**config.mk**
```make
export PLATFORM = sky130hd
export DESIGN_NAME = atmega_pp_sequencer
export DESIGN_NICKNAME = d
export VERILOG_FILES = /design/src/rtl/atmega_pp_sequencer.sv
export SDC_FILE = /design/constraint.sdc
export NUM_CORES = 1
export LEC_CHECK = 0
export ABC_CLOCK_PERIOD_IN_PS = 2460
export BUFFER_PORTS_ARGS = -buffer_cell sky130_fd_sc_hd__buf_2
export CAP_MARGIN = 20
export CORE_ASPECT_RATIO = 0.8
export CORE_UTILIZATION = 53
export CTS_CLUSTER_DIAMETER = 120
export CTS_CLUSTER_SIZE = 12
export DETAILED_ROUTE_END_ITERATION = 7
export PLACE_DENSITY = 0.86
export SETUP_SLACK_MARGIN = 0.5
export SYNTH_ARGS = -nofsm -noshare
export SYNTH_HDL_FRONTEND = slang
export SYNTH_SLANG_ARGS = --single-unit
```
**constraint.sdc**
```tcl
create_clock -name clk -period 2.46 [get_ports clk]
set_input_delay 0.123 -clock clk [delete_from_list [all_inputs] [get_ports clk]]
set_output_delay 0.123 -clock clk [all_outputs]
set_load 0.01 [all_outputs]
```
**src/rtl/atmega_pp_sequencer.sv**
```systemverilog
// rtl/atmega_pp_sequencer.sv - ATmega parallel-programming pin sequencer, one command per handshake.
// Optional feature: define ATMEGA_PP_RDY_TIMEOUT_EN to bound the RDY wait by RDY_TIMEOUT clocks.
module atmega_pp_sequencer #(
    parameter int SETUP_CYC    = 2,
    parameter int PULSE_CYC    = 4,
    parameter int RDY_MASK_CYC = 4
`ifdef ATMEGA_PP_RDY_TIMEOUT_EN
    ,
    parameter int RDY_TIMEOUT  = 65535
`endif
) (
    input  logic       clk,
    input  logic       rst_n,
    input  logic       cmd_valid,
    output logic       cmd_ready,
    input  logic [2:0] cmd_op,
    input  logic [7:0] cmd_arg,
    output logic       rsp_valid,
    output logic [7:0] rsp_data,
    output logic       rsp_err,
    output logic [7:0] dut_data_o,
    output logic       dut_data_oe,
    input  logic [7:0] dut_data_i,
    input  logic       dut_rdy,
    output logic       dut_oe_n,
    output logic       dut_wr_n,
    output logic       dut_xtal,
    output logic       dut_pagel,
    output logic       dut_bs1,
    output logic       dut_bs2,
    output logic       dut_xa0,
    output logic       dut_xa1
);

    localparam logic [2:0] OP_LD_CMD = 3'd0;
    localparam logic [2:0] OP_LD_AHI = 3'd2;
    localparam logic [2:0] OP_LD_DLO = 3'd3;
    localparam logic [2:0] OP_LD_DHI = 3'd4;
    localparam logic [2:0] OP_WRITE  = 3'd5;
    localparam logic [2:0] OP_READ   = 3'd6;
    localparam logic [2:0] OP_RSVD   = 3'd7;

    localparam logic [15:0] SETUP_LAST = 16'(SETUP_CYC - 1);
    localparam logic [15:0] PULSE_LAST = 16'(PULSE_CYC - 1);
    localparam logic [15:0] MASK_LAST  = 16'(RDY_MASK_CYC - 1);
`ifdef ATMEGA_PP_RDY_TIMEOUT_EN
    localparam logic [15:0] WAIT_LAST  = 16'(RDY_TIMEOUT - 1);
`endif

    typedef enum logic [2:0] {
        S_IDLE,
        S_SETUP,
        S_STROBE,
        S_HOLD,
        S_MASK,
        S_WAIT,
        S_DONE
    } state_t;

    state_t      state_q, state_d;
    logic [15:0] cnt_q, cnt_d;
    logic [2:0]  op_q, op_d;
    logic [7:0]  arg_q, arg_d;
    logic [7:0]  rdata_q, rdata_d;
    logic        err_q, err_d;
    logic        active;
    logic        is_load;

    always_ff @(posedge clk) begin
        if (!rst_n) begin
            state_q <= S_IDLE;
            cnt_q   <= 16'd0;
            op_q    <= 3'd0;
            arg_q   <= 8'd0;
            rdata_q <= 8'd0;
            err_q   <= 1'b0;
        end else begin
            state_q <= state_d;
            cnt_q   <= cnt_d;
            op_q    <= op_d;
            arg_q   <= arg_d;
            rdata_q <= rdata_d;
            err_q   <= err_d;
        end
    end

    // cnt_q counts clocks spent in the current phase and restarts on every transition.
    always_comb begin
        state_d = state_q;
        cnt_d   = cnt_q + 16'd1;
        op_d    = op_q;
        arg_d   = arg_q;
        rdata_d = rdata_q;
        err_d   = err_q;
        case (state_q)
            S_IDLE: begin
                cnt_d = 16'd0;
                if (cmd_valid) begin
                    op_d    = cmd_op;
                    arg_d   = cmd_arg;
                    rdata_d = 8'd0;
                    err_d   = (cmd_op == OP_RSVD);
                    state_d = (cmd_op == OP_RSVD) ? S_DONE : S_SETUP;
                end
            end
            S_SETUP: begin
                if (cnt_q == SETUP_LAST) begin
                    state_d = S_STROBE;
                    cnt_d   = 16'd0;
                end
            end
            S_STROBE: begin
                if (cnt_q == PULSE_LAST) begin
                    if (op_q == OP_READ) begin
                        rdata_d = dut_data_i;
                    end
                    state_d = S_HOLD;
                    cnt_d   = 16'd0;
                end
            end
            S_HOLD: begin
                if (cnt_q == SETUP_LAST) begin
                    state_d = (op_q == OP_WRITE) ? S_MASK : S_DONE;
                    cnt_d   = 16'd0;
                end
            end
            S_MASK: begin
                if (cnt_q == MASK_LAST) begin
                    state_d = S_WAIT;
                    cnt_d   = 16'd0;
                end
            end
            S_WAIT: begin
                if (dut_rdy) begin
                    state_d = S_DONE;
                end
`ifdef ATMEGA_PP_RDY_TIMEOUT_EN
                else if (cnt_q == WAIT_LAST) begin
                    state_d = S_DONE;
                    err_d   = 1'b1;
                end
`endif
            end
            S_DONE: begin
                state_d = S_IDLE;
                cnt_d   = 16'd0;
            end
            default: begin
                state_d = S_IDLE;
                cnt_d   = 16'd0;
            end
        endcase
    end

    assign active  = (state_q == S_SETUP) || (state_q == S_STROBE) || (state_q == S_HOLD) ||
                     (state_q == S_MASK)  || (state_q == S_WAIT);
    assign is_load = (op_q <= OP_LD_DHI);

    always_comb begin
        cmd_ready   = (state_q == S_IDLE);
        rsp_valid   = 1'b0;
        rsp_err     = 1'b0;
        rsp_data    = 8'd0;
        dut_data_o  = 8'd0;
        dut_data_oe = 1'b0;
        dut_oe_n    = 1'b1;
        dut_wr_n    = 1'b1;
        dut_xtal    = 1'b0;
        dut_pagel   = 1'b0;
        dut_bs1     = 1'b0;
        dut_bs2     = 1'b0;
        dut_xa0     = 1'b0;
        dut_xa1     = 1'b0;
        if (state_q == S_DONE) begin
            rsp_valid = 1'b1;
            rsp_err   = err_q;
            rsp_data  = rdata_q;
        end else if (active) begin
            dut_xa1 = (op_q == OP_LD_CMD);
            dut_xa0 = (op_q == OP_LD_DLO) || (op_q == OP_LD_DHI);
            if (is_load) begin
                dut_bs1     = (op_q == OP_LD_AHI) || (op_q == OP_LD_DHI);
                dut_data_oe = 1'b1;
                dut_data_o  = arg_q;
                dut_xtal    = (state_q == S_STROBE);
                // PAGEL follows the XTAL pulse, riding the hold phase while data is still driven.
                dut_pagel   = (op_q == OP_LD_DHI) && (state_q == S_HOLD);
            end else begin
                dut_bs1  = arg_q[0];
                dut_bs2  = arg_q[1];
                dut_wr_n = !((op_q == OP_WRITE) && (state_q == S_STROBE));
                dut_oe_n = !((op_q == OP_READ) &&
                             ((state_q == S_SETUP) || (state_q == S_STROBE)));
            end
        end
    end

endmodule

```
## Word level (Yosys, flattened, before mapping)

Index checks and enable logic that the tools add are counted.

| operators by class | value |
|---|---|
| multiplexer cells | 47 |
| reductions and logical operators | 19 |
| order comparisons | 1 |
| add/sub/neg operators | 1 |
| equal/unequal tests | 21 |

Operator list:

| operator | count |
|---|---|
| 8-bit two-way mux | 7 |
| 16-bit case mux with 3 select lines | 1 |
| 16-bit two-way mux | 2 |
| 1-bit two-way mux | 27 |
| 3-bit equality test (second input constant) | 7 |
| 3-bit two-way mux | 7 |
| 3-bit case mux with 6 select lines | 1 |
| 16-bit by 1-bit adder with 16-bit output (second input constant) | 1 |
| 16-bit by 1-bit equality test with 1-bit output (second input constant) | 1 |
| 16-bit by 2-bit equality test with 1-bit output (second input constant) | 1 |
| 8-bit case mux with 2 select lines | 1 |
| 2-bit != test (second input constant) | 7 |
| 3-bit by 2-bit equality test with 1-bit output (second input constant) | 4 |
| 3-bit logical NOT | 2 |
| 1-bit logical OR | 6 |
| 6-bit AND reduction | 1 |
| 4-bit AND reduction | 1 |
| 2-bit OR reduction | 2 |
| 3-bit by 1-bit equality test with 1-bit output (second input constant) | 1 |
| 3-bit less-or-equal comparator (second input constant) | 1 |
| 1-bit logical AND | 3 |
| 1-bit logical NOT | 2 |
| 2-bit two-way mux | 1 |
| 2-bit AND reduction | 1 |
| 2-bit nonzero test | 1 |

| word-level totals | value |
|---|---|
| register bits | 39 |
| output and inout bits | 28 |
| input bits | 23 |
| word-level logic and storage cells | 95 |

## Longest topological paths before layout

Gate-level depths: netlist (run 1).

| depth | value |
|---|---|
| word-level depth | 7 |
| depth in mapped cells | 7 |
| mapped depth without buffers | 6 |

## Worst setup path after synthesis (run 1)

Ideal clock, no wire load.

| path | value |
|---|---|
| path type | reg-to-reg |
| start point | register cnt_q[0] |
| end point | register cnt_q[10] |
| setup time | 0.130 ns |
| cell stages (with the launch flop) | 8 |
| setup slack | 0.664 ns |
| arrival time | 1.666 ns |
| period minus slack after synthesis | 1.796 ns |
| buffers on the path | 2 |
| path through | dfxtp_1 ha_1 clkbuf_1 nor3b_1 nand4_1 a21oi_1 buf_2 nor3_1 |

| between the ends | value |
|---|---|
| word-level cells in the longest chain between the ends | 3 |

Ends and longest elaborated chain:

| what | line | source |
|---|---|---|
| from (decl) | 61 | `logic [15:0] cnt_q, cnt_d;` |
| from (signal assigned) | 79 | `cnt_q <= cnt_d;` |
| 16-bit by 1-bit adder with 16-bit output, or another cell as far along | 90 | `cnt_d = cnt_q + 16'd1;` |
| 16-bit two-way mux (on tied branches) | - |  |
| 16-bit case mux with 3 select lines * | 95 | `case (state_q)` |

Every way passes the cells marked *; elsewhere a longest branch is shown, timed or not.
A chain may end at the register's enable or synchronous reset.

## Worst setup path in the final report (run 1)

| path | value |
|---|---|
| start point | register cnt_q[2] |
| end point | register cnt_q[15] |

The elaborated chain is that of the path after synthesis.

==> out/metrics.yaml, run 1 <==
run_status:
  outcome: "completed"
yosys:
  yosys_warnings: 0
  syn_inst: 266
  yosys.area_share.simple: 0.350
  synth_area_um2: 2090
  synthMuxAreaShare: 0.00478
  synth.distinct_cells: 46
  synth_compound_area_frac: 0.158
  synth_top_cell_by_area: "dfxtp_1"
  synth_edf_count: 0
  synth_ff_type: "dfxtp_1"
  synthAdderAreaFrac: 0.0120
  ys_top_cells_by_count: "39 x dfxtp_1, 39 x nand2_1, 26 x a21oi_1, 16 x nand4_1, 13 x clkbuf_1"
  synthXorXnorAreaFrac: 0.0544
  ys_top_cells_by_area: "dfxtp_1 37%, nand2_1 7.0%, a21oi_1 6.2%, nand4_1 4.8%, and2_1 3.6%"
  avgSynthCellArea_um2: 7.87
  synth_fp_nets: 291
  async_flop_share: 0
  synth_seq_area_share: 0.373
  synth_top_area_share: 0.373
  synth_top_family_by_area: "simple AND/OR/NAND/NOR gates"
  yosys_register_bits: 39
detailed_routing:
  drtIter0Drc: 128
  avgRoutedWirePerCell_um: 14.0
  drc: 0
  drtPass1Iterations: 4
  wirelength_mm: 5.12
  vias: 2109
  viasPerCell: 5.76
  ant_nets: 0
power:
  powerDensity_nw_per_um2: 760
  net-switching-power_uw: 739
  vdd_drop_max_mv: 0.590
  switching_share: 0.388
  intPower_uw: 1170
  pwr-share-seq: 0.423
  comb_power_share: 0.354
  p_clk_frac: 0.223
  leakagePower_uw: 0.000981
timing:
  tns_ns: 0
  slew_violations: 0
  worst_slew_pin_slew_ns: 0.689
  period_minus_slack_ns: 1.83
  period_share: 0.745
  finalSetupViolCount: 0
  clock_skew_ns: 0.0103
  slew_headroom: 0.540
  hold_violations: 0
  hold_ws_ns: 0.0644
  timing.fmax_mhz: 546
  rsz0062_at_grt: "false"
setup_path:
  path_cells: "nand3_2 > or3_4 > or4_4 > a211oi_2"
  endpoint_kind: "register"
  cp.arrival_ns: 2.04
  crit_slowest_cell: "or4_4"
  r2r_setup_slack_ns: 0.63
  crit_fanout: 6
  start_kind: "register"
  max_stage_delay_ns: 0.49
  crit_type: "register to register"
  worstPathRequired_ns: 2.67
global_routing:
  antenna_found_initial: 0
  grt_pass1_wl_mm: 8.23
  grt-ovfl-total: 0
  grt_max_degree: 23
  gr-usage-all-layers: 0.255
  grt_pass1_vias: 1794
floorplan:
  die_h_um: 58.2
  dieArea_um2: 4210
  start_util: 0.554
  coreArea_um2: 3780
  rows: 20
  die_x_um: 72.3
  ios: 51
layout:
  multi_input_area_um2: 1240
  regArea_um2: 792
  fill_cells: 329
  antenna_cells: 0
  nets: 335
  area.growth.synth_to_final_pct: 19.7
  fin_cells: 366
  layout-drive-gt1-share: 0.267
clocking:
  insertion_delay_ns: 0.29
  post_cts.repair.setup_buffers: 0
  root_buffer: "clkbuf_8"
  cts.sinks: 39
  h-tree-depth: 2
  numCtsBuffers: 5
  cts_tree: "done"
  cts_buffer_depth: 2
  clk_pin_slew_worst_paths_ns: 0.08
placement:
  gp_congestion: 0.848
  port_buffers: 50
  dp_cells: 358
  dp_hpwl_mm: 3.56
worst_hold_path:
  min_path_type: "input port to register"
run:
  drv_cap: 0
[power groups by stage]
stage          combinational [µW]  clock [µW]  sequential [µW]
6_report                      675         425              805
5_1_grt                       742         463              817
4_1_cts                       662         435              794
3_5_place_dp                  658           0              804
3_3_place_gp                  646           0              800
2_1_floorplan                 511           0              735
[per-layer routing]
layer,routed length [µm],GRT usage,share of wire
met1,2500,0.363,0.49
met2,2270,0.374,0.44
met3,312,0.0609,0.061
met4,40,0.0924,0.0078
met5,0,0,0
[what timing repair did]
action / in CTS / in global routing
cloned: 0 / 0
gates resized for setup: 4 / 8
hold buffers: 0 / 0
setup endpoints to repair: 27 / 33
[placed cells by master (no fill, tap or decap), types with 2 or more instances in the layout]
master	instances
buf_2	50
nand2_1	39
dfxtp_1	36
a21oi_1	25
nand4_1	16
and2_1	12
nor2_1	10
and3_1	10
o211ai_1	10
nor3_1	9
xor2_1	7
buf_4	7
xnor2_1	6
o21ai_0	5
nand3_1	5
clkbuf_8	5
inv_1	4
nor3b_1	4
nor4_1	4
a211oi_1	4
nand3b_1	3
nor4_2	3
dfxtp_4	3
clkinv_2	2
or3_1	2
nor2b_1	2
and3_2	2
o31ai_1	2
[worst paths after layout]
| check | depth (start not counted) | startpoint | to |
|---|---|---|---|
| worst min-delay path | 3 | cmd_arg[5] | arg_q[5] |
| worst max-delay path | 4 | cnt_q[2] | cnt_q[15] |
| worst max register to register | 4 | cnt_q[2] | cnt_q[15] |
| worst min register to register | 2 | err_q | err_q |
[final cells by class]
type,instances,share of cell area
sequential,39,0.316
timing repair buffer,57,0.121
clock buffer,6,0.0290
multi-input combinational,202,0.494
clock inverter,2,0.00499
tap,55,0.0275
inverter,5,0.00799
[state kept, by name, summed over array words and instances (netlist names)]
name	flops
arg_q	8
err_q	1
rdata_q	8
state_q	3
cnt_q	16
op_q	3
[critical path, delay by kind of cell (launching register included)]
family	cells	cell delay (ns)
AO/OA/AOI/OAI	1	0.21
flip-flops	1	0.45
AND/OR/NAND/NOR	3	1.08
[cells by family (layout without fill, tap and decap cells)]
family / count (synthesis) / count (layout)
AND/OR/NAND/NOR: 133 / 133
multiplexers: 1 / 1
flip-flops: 39 / 39
adder cells (fa/ha/maj): 2 / 2
buffers and inverters: 25 / 70
AO/OA/AOI/OAI: 53 / 53
XOR/XNOR: 13 / 13
[per-stage QoR]
stage	utilization	worst slack (ns)	instance area, µm²	power, µW
final	0.663	0.628	2510	1910
after detailed placement	0.631	0.442	2380	1460
after global routing	0.663	0.527	2510	2020
after global placement	0.631	0.531	2380	1450
after CTS	0.655	0.543	2470	1890
after floorplan	-	0.664	2090	1250
Note: power is estimated with default switching activity, not from simulation.
==> run 2: changes to the inputs <==
Settings changed: ABC_AREA from default to 1, ABC_CLOCK_PERIOD_IN_PS 2460 to 1600, CORE_UTILIZATION 53 to 48, PLACE_DENSITY 0.86 to 0.83.
Clock period 2.46 ns to 1.6 ns, I/O delays scaled along.
==> run 2 against run 1 <==
The flow now finishes with violations (setup timing). Synthesized area is 2.1% lower. Cell area increased by 40%. Count of clock-buffer cells in the layout unchanged. Critical endpoint is now dut_data_o[1]. Largest cell class unchanged.
==> out/metrics.yaml, run 2 <==
run_status:
  outcome: "complete, but fails checks"  # was completed
  violations: "setup timing"
timing:
  period_minus_slack_ns: 1.61
  hold_violations: 0  # unchanged
  worst_slew_pin_slew_ns: 0.428  # was 0.689 ns
  finalSetupViolCount: 2  # was 0
  slew_headroom: 0.715  # was 0.540
  period_share: 1.00
  clock_skew_ns: 0.00709  # was 0.0103 ns
  slew_violations: 0  # unchanged
  timing.fmax_mhz: 623
  rsz0062_at_grt: "true"  # was false
  setup_ws_ns: -0.00641  # was 0.628 ns
yosys:
  avgSynthCellArea_um2: 7.02  # was 7.87 µm²
  ys_top_cells_by_area: "dfxtp_1 38%, nor2_1 9.3%, nand2_1 8.6%, a21oi_1 6.1%, inv_1 6.0%"  # was dfxtp_1 37%, nand2_1 7.0%, a21oi_1 6.2%, nand4_1 4.8%, and2_1 3.6%
  yosys_warnings: 0  # unchanged
  syn_inst: 292  # was 266
  synth.most_common_cell: "nor2_1"
  synth.distinct_cells: 32  # was 46
  synth_top_area_share: 0.381  # was 0.373
  synth_edf_count: 0  # unchanged
  yosys_register_bits: 39  # unchanged
  synth_seq_area_share: 0.381  # was 0.373
  synth_ff_type: "dfxtp_1"  # unchanged
  synth_fp_nets: 317  # was 291
  synth_top_cell_by_area: "dfxtp_1"  # unchanged
  async_flop_share: 0  # unchanged
  synth_area_um2: 2050  # was 2090 µm²
  ys_top_cells_by_count: "51 x nor2_1, 47 x nand2_1, 39 x dfxtp_1, 33 x inv_1, 25 x a21oi_1"  # was 39 x dfxtp_1, 39 x nand2_1, 26 x a21oi_1, 16 x nand4_1, 13 x clkbuf_1
floorplan:
  start_util: 0.522  # was 0.554
  die_x_um: 75.1  # was 72.3 µm
  coreArea_um2: 3930  # was 3780 µm²
  dieArea_um2: 4540  # was 4210 µm²
  rows: 20  # unchanged
  ios: 51  # unchanged
  die_h_um: 60.4  # was 58.2 µm
layout:
  layout-drive-gt1-share: 0.614  # was 0.267
  fin_cells: 444  # was 366
  fill_cells: 145  # was 329
  layout_common_cells: "45 x buf_2, 31 x nand2_1, 29 x inv_1"  # was 50 x buf_2, 39 x nand2_1, 36 x dfxtp_1
  largest_reg_flops: 16  # unchanged
  regArea_um2: 837  # was 792 µm²
  largestRegisters: "cnt_q x16, arg_q x8, rdata_q x8"  # unchanged
  top_register: "cnt_q"  # unchanged
  antenna_cells: 0  # unchanged
  layout.cells.most_common: "buf_2"  # unchanged
  multi_input_area_um2: 1670  # was 1240 µm²
  area.growth.synth_to_final_pct: 71.7  # was 19.7%
  nets: 413  # was 335
power:
  leakagePower_uw: 0.00140  # was 0.000981 µW
  power_uw: 4930  # was 1910 µW
  powerDensity_nw_per_um2: 1400  # was 760 nW/µm²
  vdd_drop_max_mv: 0.912  # was 0.590 mV
placement:
  dp_cells: 395  # was 358
  gp_congestion: 0.847  # was 0.848
  post-place-ws_ns: 0.155  # was 0.442 ns
  dp_hpwl_mm: 3.44  # was 3.56 mm
  port_buffers: 50  # unchanged
clocking:
  insertion_delay_ns: 0.32  # was 0.29 ns
  cts_tree: "done"  # unchanged
  h-tree-depth: 2  # unchanged
  root_buffer: "clkbuf_8"  # unchanged
  holdBufCountCts: 0  # unchanged
  numCtsBuffers: 5  # unchanged
  cts_buffer_depth: 2  # unchanged
  clk_pin_slew_worst_paths_ns: 0.09  # was 0.08 ns
  cts.sinks: 39  # unchanged
detailed_routing:
  vias: 2715  # was 2109
  maxUsedRoutingLayer: "met5"  # was met4
  drtPass1Iterations: 5  # was 4
  avgRoutedWirePerCell_um: 22.2  # was 14.0 µm
  viasPerCell: 6.11  # was 5.76
  ant_nets: 0  # unchanged
  dr_wl_met3_mm: 1.12  # was 312 µm
  drc: 0  # unchanged
  wirelength_mm: 9.85  # was 5.12 mm
  drtIter0Drc: 399  # was 128
  wl_met1_mm: 3.54  # was 2.50 mm
  met2_length_mm: 4.42  # was 2.27 mm
worst_hold_path:
  whs_endpoint: "rdata_q[4]"  # was arg_q[5]
  hold_depth: 3  # unchanged
  worstHoldStart: "dut_data_i[4]"  # was cmd_arg[5]
  min_path_type: "input port to register"  # unchanged
global_routing:
  grt-ovfl-total: 0  # unchanged
  grt_max_degree: 16  # was 23
  gr-usage-all-layers: 0.338  # was 0.255
  antenna_found_initial: 0  # unchanged
  grt_pass1_vias: 2310  # was 1794
  grt_pass1_wl_mm: 11.2  # was 8.23 mm
setup_path:
  crit_slowest_cell: "dfxtp_4"  # was or4_4
  cp_top_family: "simple AND/OR/NAND/NOR gates"  # unchanged
  reg2reg_from: "state_q[0]"  # was cnt_q[2]
  cp.arrival_ns: 1.53  # was 2.04 ns
  cp.depth: 7  # was 4
  reg2reg_depth: 9  # was 4
  crit_fanout: 9  # was 6
  start_kind: "register"  # unchanged
  crit_type: "register to output port"  # was register to register
  r2r_end: "op_q[1]"  # was cnt_q[15]
  r2r_setup_slack_ns: 0  # was 0.63 ns
  worstPathRequired_ns: 1.52  # was 2.67 ns
  crit_buf_inv: 3  # was 0
  endpoint_kind: "output port"  # was register
  max_stage_delay_ns: 0.41  # was 0.49 ns
  path_cells: "inv_6 > nand2_4 > nand2_4 > nor2_4 > inv_6 > nor2_2 > buf_2"  # was nand3_2 > or3_4 > or4_4 > a211oi_2
run:
  drv_cap: 0  # unchanged
[run 2: cell count changes in the layout (fill, tap and decap cells not counted), moves of 12 or more]
cell     before  now
o21ai_2       0   12
nor2_4        0   25
buf_6         0   12
nor2_1       10   24
dfxtp_1      36   20
buf_4         7   27
nor2_2        0   19
and2_1       12    0
inv_1         4   29
[run 2: layout make-up]
cell class                 count  area share
clock inverter                 2     0.00391
inverter                      41      0.0523
tap                           55      0.0196
sequential                    39       0.238
timing repair buffer          89       0.184
multi-input combinational    212       0.475
clock buffer                   6      0.0267
[run 2: how the worst max path moves through the flow]
stage          slack (ns)       endpoint       start
6_report           -0.006  dut_data_o[1]  state_q[2]
5_1_grt             -0.11        op_q[2]  state_q[0]
4_1_cts              0.18  dut_data_o[1]  state_q[0]
3_5_place_dp         0.15       cnt_q[6]   cnt_q[12]
3_3_place_gp         0.17       cnt_q[6]    cnt_q[9]
2_1_floorplan        0.31      cnt_q[12]    cnt_q[1]
[run 2: cells by family after synthesis]
logic type                 synth area share
buffers and inverters                0.0904
AOI/OAI and AO/OA                     0.115
and+or+nand+nor                       0.372
adders and majority gates            0.0122
xor gates and xnor gates             0.0299
DFF                                   0.381
[run 2: metrics by stage]
stage	hold WS (ns)	TNS [ns]	area, µm²	util
floorplan	0.218	0	2140	-
global placement	0.335	0	2430	0.619
detailed placement	0.338	0	2430	0.619
CTS	0.0226	0	3100	0.789
global route	0.00807	-0.806	3520	0.896
finish	0.00550	-0.00675	3520	0.896
[run 2: layer usage]
layer  up-vias  track usage
met2       276        0.526
met5         -            0
met3        85       0.0980
met4         2        0.226
met1      1229        0.411
li1       1123            -
[run 2: power by group]
group / total [µW] / switching [µW] / internal [µW]
registers: 1240 / 144 / 1100
logic: 2870 / 1720 / 1150
clock network: 815 / 413 / 402
total: 4930 / 2270 / 2650
[run 2: worst register-to-register path, cell delays in order, from the launching register on]
cell	delay (ns)
dfxtp_4	0.38
nor2_4	0.16
nand2_4	0.08
buf_6	0.13
buf_8	0.13
clkinv_8	0.07
buf_8	0.12
nand2_8	0.08
o21ai_2	0.28
a21oi_2	0.06
[run 2: timing repair]
action	CTS	global route
pin swaps	32	39
setup buffers	23	14
gates resized for setup	95	76
setup endpoints to repair	67	67
gates cloned	3	1
==> run 3: changes to the inputs <==
==> constraint.sdc (replaced) <==
create_clock -name clk -period 1.6 [get_ports clk]
set_input_delay 0.08 -clock clk [delete_from_list [all_inputs] [get_ports clk]]
set_output_delay 0.08 -clock clk [all_outputs]
set_load 0.1 [all_outputs]
==> run 3 against run 2 <==
The run now fails in global routing. Synthesized area unchanged. Synthesized cell count unchanged.
==> out/metrics.yaml, run 3 <==
floorplan:
  die_x_um: 75.1  # unchanged
  rows: 20  # unchanged
  die_h_um: 60.4  # unchanged
  ios: 51  # unchanged
  start_util: 0.522  # unchanged
yosys:
  synth.most_common_cell: "nor2_1"  # unchanged
  async_flop_share: 0  # unchanged
  avgSynthCellArea_um2: 7.02  # unchanged
  synth_seq_area_share: 0.381  # unchanged
  synth_edf_count: 0  # unchanged
  syn_inst: 292  # unchanged
  synth_area_um2: 2050  # unchanged
  synth_top_cell_by_area: "dfxtp_1"  # unchanged
  yosys_register_bits: 39  # unchanged
  synth_fp_nets: 317  # unchanged
  yosys_warnings: 0  # unchanged
  ys_top_cells_by_area: "dfxtp_1 38%, nor2_1 9.3%, nand2_1 8.6%, a21oi_1 6.1%, inv_1 6.0%"  # unchanged
  synth_top_area_share: 0.381  # unchanged
  synth_ff_type: "dfxtp_1"  # unchanged
  synth.distinct_cells: 32  # unchanged
  ys_top_cells_by_count: "51 x nor2_1, 47 x nand2_1, 39 x dfxtp_1, 33 x inv_1, 25 x a21oi_1"  # unchanged
placement:
  post_dp_cell_area_um2: 3050  # was 2430 µm²
  dp_hpwl_mm: 4.13  # was 3.44 mm
  post-place-ws_ns: 0.0590  # was 0.155 ns
  gp_congestion: 0.896  # was 0.847
  port_buffers: 50  # unchanged
  dp_cells: 395  # unchanged
clocking:
  root_buffer: "clkbuf_8"  # unchanged
  h-tree-depth: 2  # unchanged
  cts_buffer_depth: 2  # unchanged
  numCtsBuffers: 5  # unchanged
  cts.sinks: 39  # unchanged
  holdBufCountCts: 0  # unchanged
global_routing:
  grt_max_degree: 17
run_status:
  outcome: "stopped before the end"  # was complete, but fails checks
  error_line: "[ERROR DPL-0038] Utilization greater than 100%, impossible to legalize"
  haltStage: "global routing"
timing:
  worst_path_end_type: "primary output"
  grt-worst-endpoint: "dut_data_o[4]"
[run 3: cell counts after synthesis]
No cell type changed its count.
[run 3: metrics by stage]
step	setup TNS, ns	hold slack (ns)
after CTS	-0.00729	0.0279
after detailed placement	0	0.340
after global placement	0	0.336
after floorplan	-7.92	0.218
[run 3: kinds of logic after synthesis]
kind of cell | Yosys count | synth area share
AOI/OAI and AO/OA | 45 | 0.115
xor gates and xnor gates | 7 | 0.0299
adders and majority gates | 2 | 0.0122
buffers and inverters | 45 | 0.0904
DFF | 39 | 0.381
and+or+nand+nor | 154 | 0.372
[run 3: repair_timing]
item | in CTS
resized for setup | 83
gates cloned | 5
setup buffers | 17
pin swaps | 27
setup endpoints to repair | 67
==> run 4: changes to the inputs <==
Settings changed: ABC_CLOCK_PERIOD_IN_PS 1600 to 2100, CORE_ASPECT_RATIO 0.8 to default, CORE_UTILIZATION 48 to 40, CTS_CLUSTER_DIAMETER 120 to default, CTS_CLUSTER_SIZE 12 to default, PLACE_DENSITY 0.83 to default, PLACE_DENSITY_LB_ADDON from default to 0.15, SETUP_SLACK_MARGIN 0.5 to default.
Clock period 1.6 ns to 2.1 ns, I/O delays scaled along.
==> run 4 against run 3 <==
The flow now finishes without violations.
==> out/metrics.yaml, run 4 (same netlist as run 2, synthesis figures left out) <==
power:
  powerDensity_nw_per_um2: 1150
  vdd_drop_max_mv: 0.811
  power_uw: 2990
  leakagePower_uw: 0.00100
global_routing:
  grt_pass1_vias: 1800
  antenna_found_initial: 0
  gr-usage-all-layers: 0.186
  grt_pass1_wl_mm: 7.69
  grt-ovfl-total: 0
  grt_max_degree: 26
layout:
  layout-drive-gt1-share: 0.337
  fill_cells: 533
  area.growth.synth_to_final_pct: 26.9
  antenna_cells: 0
  layout_common_cells: "47 x nand2_1, 41 x buf_2, 39 x dfxtp_1"
  final_area_um2: 2600
  largestRegisters: "cnt_q x16, arg_q x8, rdata_q x8"
  largest_reg_flops: 16
  post-route-util: 0.540
  multi_input_area_um2: 1220
  top_register: "cnt_q"
  nets: 371
  regArea_um2: 781
  layout.cells.most_common: "nand2_1"
floorplan:
  dieArea_um2: 5410
  rows: 25  # was 20
  ios: 51  # unchanged
  start_util: 0.425  # was 0.522
  die_x_um: 73.6  # was 75.1 µm
  die_h_um: 73.6  # was 60.4 µm
  coreArea_um2: 4820
setup_path:
  crit_slowest_cell: "dfxtp_1"
  cp.arrival_ns: 1.87
  cpMostUsedCell: "nor2_4"
  crit_fanout: 9
  start_kind: "register"
  max_stage_delay_ns: 0.47
  endpoint_kind: "output port"
  crit_type: "register to output port"
  path_cells: "nand2_1 > nor2_4 > clkinv_4 > nor2_4 > buf_2"
  worstPathRequired_ns: 2.00
timing:
  tns_ns: 0
  rsz0062_at_grt: "false"
  finalSetupViolCount: 0
  timing.fmax_mhz: 507
  slew_violations: 0
  period_minus_slack_ns: 1.97
  hold_ws_ns: 0.0644
  clock_skew_ns: 0.00408
  hold_violations: 0
  period_share: 0.939
  slew_headroom: 0.672
  worst_slew_pin_slew_ns: 0.495
run_status:
  outcome: "completed"  # was stopped before the end
placement:
  post_dp_cell_area_um2: 2500  # was 3050 µm²
  dp_hpwl_mm: 3.48  # was 4.13 mm
  gp_congestion: 0.895  # was 0.896
  port_buffers: 50  # unchanged
detailed_routing:
  vias: 1947
  ant_nets: 0
  drtPass1Iterations: 4
  drc: 0
  viasPerCell: 4.70
  wirelength_mm: 4.58
  avgRoutedWirePerCell_um: 11.1
  drtIter0Drc: 112
clocking:
  numCtsBuffers: 5  # unchanged
  cts_buffer_depth: 2  # unchanged
  holdBufCountCts: 0  # unchanged
  cts.sinks: 39  # unchanged
  post_cts.repair.setup_buffers: 0  # was 17
  cts_resized: 0  # was 83
  cts_tree: "done"
  h-tree-depth: 2  # unchanged
  root_buffer: "clkbuf_8"  # unchanged
  insertion_delay_ns: 0.29
  clk_pin_slew_worst_paths_ns: 0.07
run:
  drv_cap: 0
worst_hold_path:
  min_path_type: "input port to register"
run 4: final cells by class:
class                   instances  area share
well taps                      67      0.0322
clock buffers                   7      0.0293
repair buffers                 51       0.108
inverters                      41      0.0611
clock inverters                 1     0.00192
flip-flops and latches         39       0.300
multi-input cells             208       0.468
run 4: critical path: cells and delay by family (launching register included):
| family | cells | cell delay, ns |
|---|---|---|
| flip-flops | 1 | 0.47 |
| buffers and inverters | 2 | 0.59 |
| AND/OR/NAND/NOR | 3 | 0.51 |
run 4: routing by layer:
layer / up-vias / global-route usage / part of all wire / wire length (µm)
met5: - / 0 / 0 / 0
met4: 0 / 0.0983 / 0.019 / 87
met3: 9 / 0.0357 / 0.064 / 295
met2: 61 / 0.296 / 0.43 / 1990
met1: 849 / 0.239 / 0.48 / 2210
li1: 1028 / - / - / -
run 4: per-stage QoR:
step	setup slack, ns	cells
floorplan	-0.763	292
global placement	0.462	406
detailed placement	0.408	406
CTS	0.0828	414
global route	0.0252	414
finish	0.129	414
run 4: worst paths after layout:
path | end | cells past startpoint | start | slack, ns
setup reg to reg | rdata_q[5] | 8 | state_q[2] | 0.47
setup / recovery | rsp_data[2] | 5 | state_q[2] | 0.13
hold / removal | rdata_q[6] | 3 | dut_data_i[6] | 0.06
hold reg to reg | rdata_q[2] | 2 | rdata_q[2] | 0.46
run 4: power by group:
group          internal, µW  total [µW]  switching, µW
Sequential              826         894           67.6
Clock                   233         480            247
Combinational           316        1620           1300
Total                  1380        2990           1610
